**config.mk**
```make
export PLATFORM = sky130hd
export DESIGN_NAME = skid_fifo
export DESIGN_NICKNAME = d
export VERILOG_FILES = /design/src/rtl/skid_pkg.sv /design/src/rtl/skid_fifo_mem.sv /design/src/rtl/skid_fifo.sv
export SDC_FILE = /design/constraint.sdc
export NUM_CORES = 1
export LEC_CHECK = 0
export ABC_AREA = 1
export BUFFER_PORTS_ARGS = -buffer_cell sky130_fd_sc_hd__buf_2
export CAP_MARGIN = 10
export CORE_ASPECT_RATIO = 0.5
export CORE_MARGIN = 5
export CORE_UTILIZATION = 30
export DETAILED_ROUTE_END_ITERATION = 8
export HOLD_SLACK_MARGIN = 0.15
export MAX_ROUTING_LAYER = met4
export SETUP_SLACK_MARGIN = 0.02
export SYNTH_ARGS = -nofsm -noshare
export SYNTH_HDL_FRONTEND = slang
export SYNTH_HIERARCHICAL = 1
export SYNTH_SLANG_ARGS = --single-unit
```
**constraint.sdc**
```tcl
create_clock -name clk -period 10.2 [get_ports clk]
set_clock_uncertainty 0.2 [all_clocks]
set_input_delay 2.04 -clock clk [delete_from_list [all_inputs] [get_ports clk]]
set_output_delay 2.04 -clock clk [all_outputs]
set_load 0.05 [all_outputs]
```
**src/rtl/skid_pkg.sv**
```systemverilog
// Shared constants and the handshake-op encoding for the skid stage and its elastic FIFO.
package skid_pkg;

    localparam int SKID_DATA_W_DEFAULT     = 32;
    localparam int SKID_FIFO_DEPTH_DEFAULT = 4;
    localparam int SKID_STAT_W             = 32;

    // Encoded as {push, pop}, so it can be cast directly from the two handshake bits.
    typedef enum logic [1:0] {
        OP_IDLE = 2'b00,
        OP_POP  = 2'b01,
        OP_PUSH = 2'b10,
        OP_BOTH = 2'b11
    } fifo_op_e;

endpackage

```
**src/rtl/skid_fifo_mem.sv**
```systemverilog
// DEPTH x DATA_W register array for skid_fifo: one write port, one asynchronous read port.
module skid_fifo_mem
    import skid_pkg::*;
#(
    parameter int DATA_W = SKID_DATA_W_DEFAULT,
    parameter int DEPTH  = SKID_FIFO_DEPTH_DEFAULT,
    localparam int ADDR_W = $clog2(DEPTH)
) (
    input  logic              clk,
    input  logic              rst,
    input  logic              wr_en,
    input  logic [ADDR_W-1:0] wr_addr,
    input  logic [DATA_W-1:0] wr_data,
    input  logic [ADDR_W-1:0] rd_addr,
    output logic [DATA_W-1:0] rd_data
);

    logic [DATA_W-1:0] mem [DEPTH];

    // NOTE: the array is reset because the FWFT head is visible on out_data even
    // when empty; clearing it keeps out_data at 0 after reset instead of X.
    always_ff @(posedge clk or posedge rst) begin
        if (rst) begin
            for (int i = 0; i < DEPTH; i++) begin
                mem[i] <= '0;
            end
        end else if (wr_en) begin
            mem[wr_addr] <= wr_data;
        end
    end

    assign rd_data = mem[rd_addr];

endmodule

```
**src/rtl/skid_fifo.sv**
```systemverilog
// Elastic first-word-fall-through FIFO behind the skid stage; ready/valid decoded from registered level only.
// Optional statistics (high_water, stall_cnt) are enabled by defining SKID_FIFO_STATS_EN.
module skid_fifo
    import skid_pkg::*;
#(
    parameter int DATA_W    = SKID_DATA_W_DEFAULT,
    parameter int DEPTH     = SKID_FIFO_DEPTH_DEFAULT,
    parameter int AF_THRESH = DEPTH - 1
) (
    input  logic                   clk,
    input  logic                   rst,
    input  logic                   flush,
    input  logic                   in_valid,
    output logic                   in_ready,
    input  logic [DATA_W-1:0]      in_data,
    output logic                   out_valid,
    input  logic                   out_ready,
    output logic [DATA_W-1:0]      out_data,
    output logic [$clog2(DEPTH):0] level,
`ifdef SKID_FIFO_STATS_EN
    output logic [$clog2(DEPTH):0] high_water,
    output logic [SKID_STAT_W-1:0] stall_cnt,
`endif
    output logic                   almost_full
);

    localparam int PTR_W = $clog2(DEPTH);
    localparam int LVL_W = PTR_W + 1;
    localparam logic [LVL_W-1:0] FULL_LVL = LVL_W'(DEPTH);
    localparam logic [LVL_W-1:0] AF_LVL   = LVL_W'(AF_THRESH);

    logic [PTR_W-1:0] wr_ptr;
    logic [PTR_W-1:0] rd_ptr;
    logic             push;
    logic             pop;
    fifo_op_e         op;

    // Full blocks pushes even when a pop happens in the same cycle; this keeps in_ready free
    // of any combinational path from out_ready.
    assign in_ready    = (level != FULL_LVL);
    assign out_valid   = (level != '0);
    assign almost_full = (level >= AF_LVL);
    assign push        = in_valid && in_ready;
    assign pop         = out_valid && out_ready;
    assign op          = fifo_op_e'({push, pop});

    // NOTE: state registers use non-blocking assignments so every flop samples the
    // pre-edge values of its neighbours, independent of statement order.
    always_ff @(posedge clk or posedge rst) begin
        if (rst) begin
            wr_ptr <= '0;
            rd_ptr <= '0;
            level  <= '0;
        end else if (flush) begin
            wr_ptr <= '0;
            rd_ptr <= '0;
            level  <= '0;
        end else begin
            if (push) wr_ptr <= wr_ptr + 1'b1;
            if (pop)  rd_ptr <= rd_ptr + 1'b1;
            case (op)
                OP_PUSH: level <= level + 1'b1;
                OP_POP:  level <= level - 1'b1;
                default: level <= level;
            endcase
        end
    end

    skid_fifo_mem #(
        .DATA_W (DATA_W),
        .DEPTH  (DEPTH)
    ) u_mem (
        .clk     (clk),
        .rst     (rst),
        .wr_en   (push && !flush),
        .wr_addr (wr_ptr),
        .wr_data (in_data),
        .rd_addr (rd_ptr),
        .rd_data (out_data)
    );

`ifdef SKID_FIFO_STATS_EN
    // Statistics survive flush; only rst clears them.
    always_ff @(posedge clk or posedge rst) begin
        if (rst) begin
            high_water <= '0;
            stall_cnt  <= '0;
        end else begin
            if (level > high_water) high_water <= level;
            if (in_valid && !in_ready && (stall_cnt != '1)) stall_cnt <= stall_cnt + 1'b1;
        end
    end
`endif

endmodule

```
Word-level counts from Yosys, hierarchy flattened. Cells that the tools add are included. W data, S select, Z words.

Add/sub/neg operators: 4. $lt $le $gt $ge: 4. Equal/unequal tests: 3. Multiplexer cells: 12. Bitwise gates (word level): 2. Reductions and logical operators: 9.

Operator list (number): $bwmux W128 (1); $mux W32 (3); $bmux W32 S2 (1); $demux W32 S2 (1); $mux W2 (4); $ge A3 B3 Y1 const B (2); $not A2 Y3 (2); $pmux W3 S2 (1); $reduce_bool A3 Y1 (2); $add A2 B1 Y2 const B (2); $logic_and A1 B1 Y1 (4); $reduce_bool A2 Y1 (2); $add A3 B1 Y3 const B (1); $ge A3 B2 Y1 const B (1); $lt A3 B1 Y1 const B (1); $mux W3 (1); $ne A3 B3 Y1 const B (1); $sub A3 B1 Y3 const B (1); $eq A2 B1 Y1 const B (1); $eq A2 B2 Y1 const B (1); $logic_not A1 Y1 (1).

Register bits: 135. Bits of input ports: 37. Output and inout port bits: 38. Logic and storage cells: 41.

Longest topological paths before layout.
Word-level depth: 6. Depth in mapped cells: 11.

Hierarchy. Netlist, hierarchy kept.

Modules (own cells, without submodules): skid_fifo_mem (instances 1, cells each 937, area an instance 6716.4 sq um); skid_fifo (instances 1, cells each 58, area an instance 470.5 sq um).

Worst setup path after synthesis. No wires, ideal clock.

Kind: reg2out. From: reg level[2]. To: out out_valid. Arrival: 1.236 ns. Required time: 7.960 ns. Slack: 6.724 ns. Cell stages (with the launch flop): 3. Cell sequence: dfrtp_1 > inv_2 > nand2_1.

Cells in the longest elaborated chain, start to end: 1.

Ends and longest elaborated chain: start, declared (line skid_fifo.sv:19) `output logic [$clog2(DEPTH):0] level,`; start signal, assigned (line skid_fifo.sv:62) `OP_PUSH: level <= level + 1'b1;`; start signal, assigned (line skid_fifo.sv:63) `OP_POP: level <= level - 1'b1;`; start signal, assigned (line skid_fifo.sv:64) `default: level <= level;`; $reduce_bool A3 Y1 (line skid_fifo.sv:41) `assign out_valid = (level != '0);`; end, declared (line skid_fifo.sv:16) `output logic out_valid,`.

Every way passes these cells.

Final worst setup path.
From: in in_valid. To: reg u_mem/mem[40] (netlist name).

Cells in the longest elaborated chain, start to end: 2.

Ends and longest elaborated chain: start, declared (line skid_fifo.sv:13) `input logic in_valid,`; $logic_and A1 B1 Y1 (line skid_fifo.sv:43) `assign push = in_valid && in_ready;`; $logic_and A1 B1 Y1 (line skid_fifo.sv:75) `.wr_en (push && !flush),`; end signal, assigned by index (line skid_fifo_mem.sv:28) `mem[wr_addr] <= wr_data;`; end, declared (line skid_fifo_mem.sv:18) `logic [DATA_W-1:0] mem [DEPTH];`.

Every way passes these cells. A chain may end at the register's enable or synchronous reset.

==> metrics.md <==
| Metric | Value |
|---|---|
| Starting DRT DRC Count | 473 |
| Power Dens Cells | 323 nW/um2 |
| Vias/cell | 4.60 |
| Biggest area consumer among synthesized cells | dfrtp_1 |
| Measured slew at the worst slew-check pin | 1.08 ns |
| DRT Pass-1 Iters | 7 |
| Flops & latches, synth | 135 |
| Crit path DAT | 4.62 ns |
| Area grow syn2layout | 14.6% |
| Startpoint types | primary input |
| Worst rel slew slack | 28.2% |
| Routed via count | 6256 |
| Synthesized cell area | 7190 um2 |
| Routed wire length | 19.7 mm |
| Req. time, crit path | 10.30 ns |
| Total GRT Usage | 15.2% |
| Depth of the CTS H-tree | 4 |
| Die area | 27300 um2 |
| Non-Filler Instances | 1359 |
| # setup viols final | 0 |
| Global-route wire length before repair | 32.4 mm |
| Postcts setup bufs | 0 |
| Most common cell after layout, fill and taps aside | nand2_1 |
| # diodes | 0 |
| Post-CTS sizing | 0 |
| CTS sink count | 135 |
| Crit path kind | primary input to register |
| Clock power share | 21.9% |
| Post-Synthesis Mean Instance Area | 7.22 um2 |
| Share of cells above drive strength 1 | 12.5% |
| Slew Limit Fails | 0 |
| Leakage | 4.62 nW |
| Peak Freq | 221 MHz |
| Worst r2r src | level[0] |
| FF-to-FF End | u_mem/mem[40] |
| RD Place Congestion | 0.763 |
| CTS tree | built |
| CP Max Fanout | 72 |
| Post-layout min period | 4.52 ns |
| Top Ports | 75 |
| Min-delay worst type | register to register |
| Critical Path End Type | register |
| R2R Setup Slk | 6.71 ns |
| Final hold viol count | 0 |
| Hold path cells | 2 |
| Outcome | finished clean |
| Cells after Synth | 995 |
| Worst Reg2Reg Path Length in Cells | 8 |
| Clk buf depth | 2 |
| Pre-CTS setup slack | 5.26 ns |
| Worst Slack Setup Final | 5.68 ns |
| Combinational power share | 44.9% |
| Gr ovfl total | 0 |
| Worst-Skew Late Latency | 0.41 ns |
| Area occupied by multi-input gates | 2790 um2 |
| CTS Root Cell | clkbuf_16 |
| Clock transition at the registers of the reported paths | 0.06 ns |
| Starting Density | 30.2% |
| Core Area | 23800 um2 |
| Hold Crit Endpoint | u_mem/mem[124] |
| Crit share post-route | 44.4% |
| Net Sw Power | 0.00123 W |
| Die Span Y | 119 um |
| Register area share after synthesis | 47.0% |
| Drt wl/cell | 14.5 um |
| Chip width | 229 um |
| Reg power frac | 33.3% |
| Worst hold start | u_mem/mem[124] |
| Max-cap violation count | 0 |
| Total CTS buffers | 17 |
| Commonest non-fill, non-tap cells in the layout | nand2_1 (400), inv_1 (166), dfrtp_1 (134), nand3_1 (100), buf_2 (74) |
| RSZ-0062 raised after global routing | no |
| Peak supply drop | 0.000125 V |
| Nets | 1072 |
| Synth Warn # | 6 |
| Vias in the first global route | 6079 |
| Net Sw Frac | 46.0% |
| # rows | 40 |
| Setup TNS | 0 ns |
| Largest net degree at the start of global routing | 82 |
| DR DRC count | 0 |
| Synth area leaders | dfrtp_1 (47%), nand2_1 (21%), inv_1 (8.7%), nand3_1 (7.0%), nand4_1 (5.8%) |
| Antenna Nets Post-Route | 0 |
| Syn_nets | 1033 |
| Unique masters post-synth | 23 |
| Port Buf Inserts | 74 |
| Placed Cells incl. Taps | 1329 |
| Dpl hpwl | 11.3 mm |
| Filler cells | 2452 |
| Register Area | 3380 um2 |
| Pint | 0.00144 W |
| Initial antenna violation count | 0 |
| Yosys top cell area share | 47.0% |
| Hold Buf Count CTS | 0 |
[power by group through the flow]
| stage | registers [W] | logic (W) | clock network, W |
|---|---|---|---|
| after global placement | 0.000885 | 0.00118 | 0 |
| after floorplan | 0.000878 | 0.000929 | 0 |
| final | 0.000886 | 0.00119 | 0.000582 |
| after detailed placement | 0.000890 | 0.00120 | 0 |
| after global routing | 0.000912 | 0.00133 | 0.000620 |
| after CTS | 0.000885 | 0.00121 | 0.000593 |
[flip-flops by register name, summed over array words and instances, names as in the netlist]
| register | flops |
|---|---|
| level | 3 |
| rd_ptr | 2 |
| u_mem/mem | 128 |
| wr_ptr | 2 |
[worst max-delay path, stage by stage]
cell and delay [ns]:
buf_2 0.10, nand2_4 0.08, nor2_4 0.56, buf_4 0.72, nand3_2 0.76, nand2_1 0.26
nand2_1 0.07
[metal layers]
layer / up-vias / GRT usage [%] / part of all wire [%]
met5: - / - / 0
met4: 0 / 4.32 / 1.1
met3: 14 / 3.24 / 4.5
met2: 125 / 24.4 / 47
met1: 2980 / 19.5 / 47
li1: 3137 / - / -
[cell families after synthesis]
logic type                 Yosys count  synth area share (%)
and+or+nand+nor                    583                  35.5
adders and majority gates            1                 0.279
buffers and inverters              237                  14.2
AOI/OAI and AO/OA                   37                  2.73
DFF                                135                  47.0
xor gates and xnor gates             2                 0.244
[worst max path at each step]
stage / endpoint / slack (ns) / cells after the start / startpoint
floorplan: u_mem/mem[0] / 4.55 / 1 / rst
finish: u_mem/mem[40] / 5.68 / 7 / in_valid
CTS: out_data[12] / 5.65 / 5 / rd_ptr[0]
global placement: u_mem/mem[54] / 5.33 / 7 / in_valid
detailed placement: u_mem/mem[61] / 5.26 / 7 / in_valid
global route: u_mem/mem[61] / 5.43 / 7 / in_valid
[cells in the mapped netlist, drive strengths merged]
| library cell | instances |
|---|---|
| a21oi | 4 |
| o21ai | 33 |
| nor2 | 7 |
| nand4 | 67 |
| buf | 55 |
| nand2 | 405 |
| xor2 | 1 |
| inv | 173 |
| bufinv | 1 |
| nand3 | 104 |
| xnor2 | 1 |
| dfrtp | 135 |
| fa | 1 |
| clkbuf | 8 |
[per-stage QoR]
| step | util [%] | hold WS, ns | power, W | cell area (um2) |
|---|---|---|---|---|
| 2_1_floorplan | - | 0.242 | 0.00181 | 7190 |
| 3_3_place_gp | 32.2 | 0.254 | 0.00207 | 7670 |
| 3_5_place_dp | 32.2 | 0.259 | 0.00209 | 7670 |
| 4_1_cts | 34.6 | 0.272 | 0.00268 | 8220 |
| 5_1_grt | 34.6 | 0.288 | 0.00286 | 8240 |
| 6_report | 34.6 | 0.269 | 0.00266 | 8240 |
[cell type report]
type,count,share of cell area [%]
inverter,174,8.13
tap,315,4.79
clock inverter,4,0.547
sequential,135,41.0
timing repair buffer,83,5.47
clock buffer,25,6.14
multi-input combinational,623,33.9
Power figures use the tool's default switching activity.
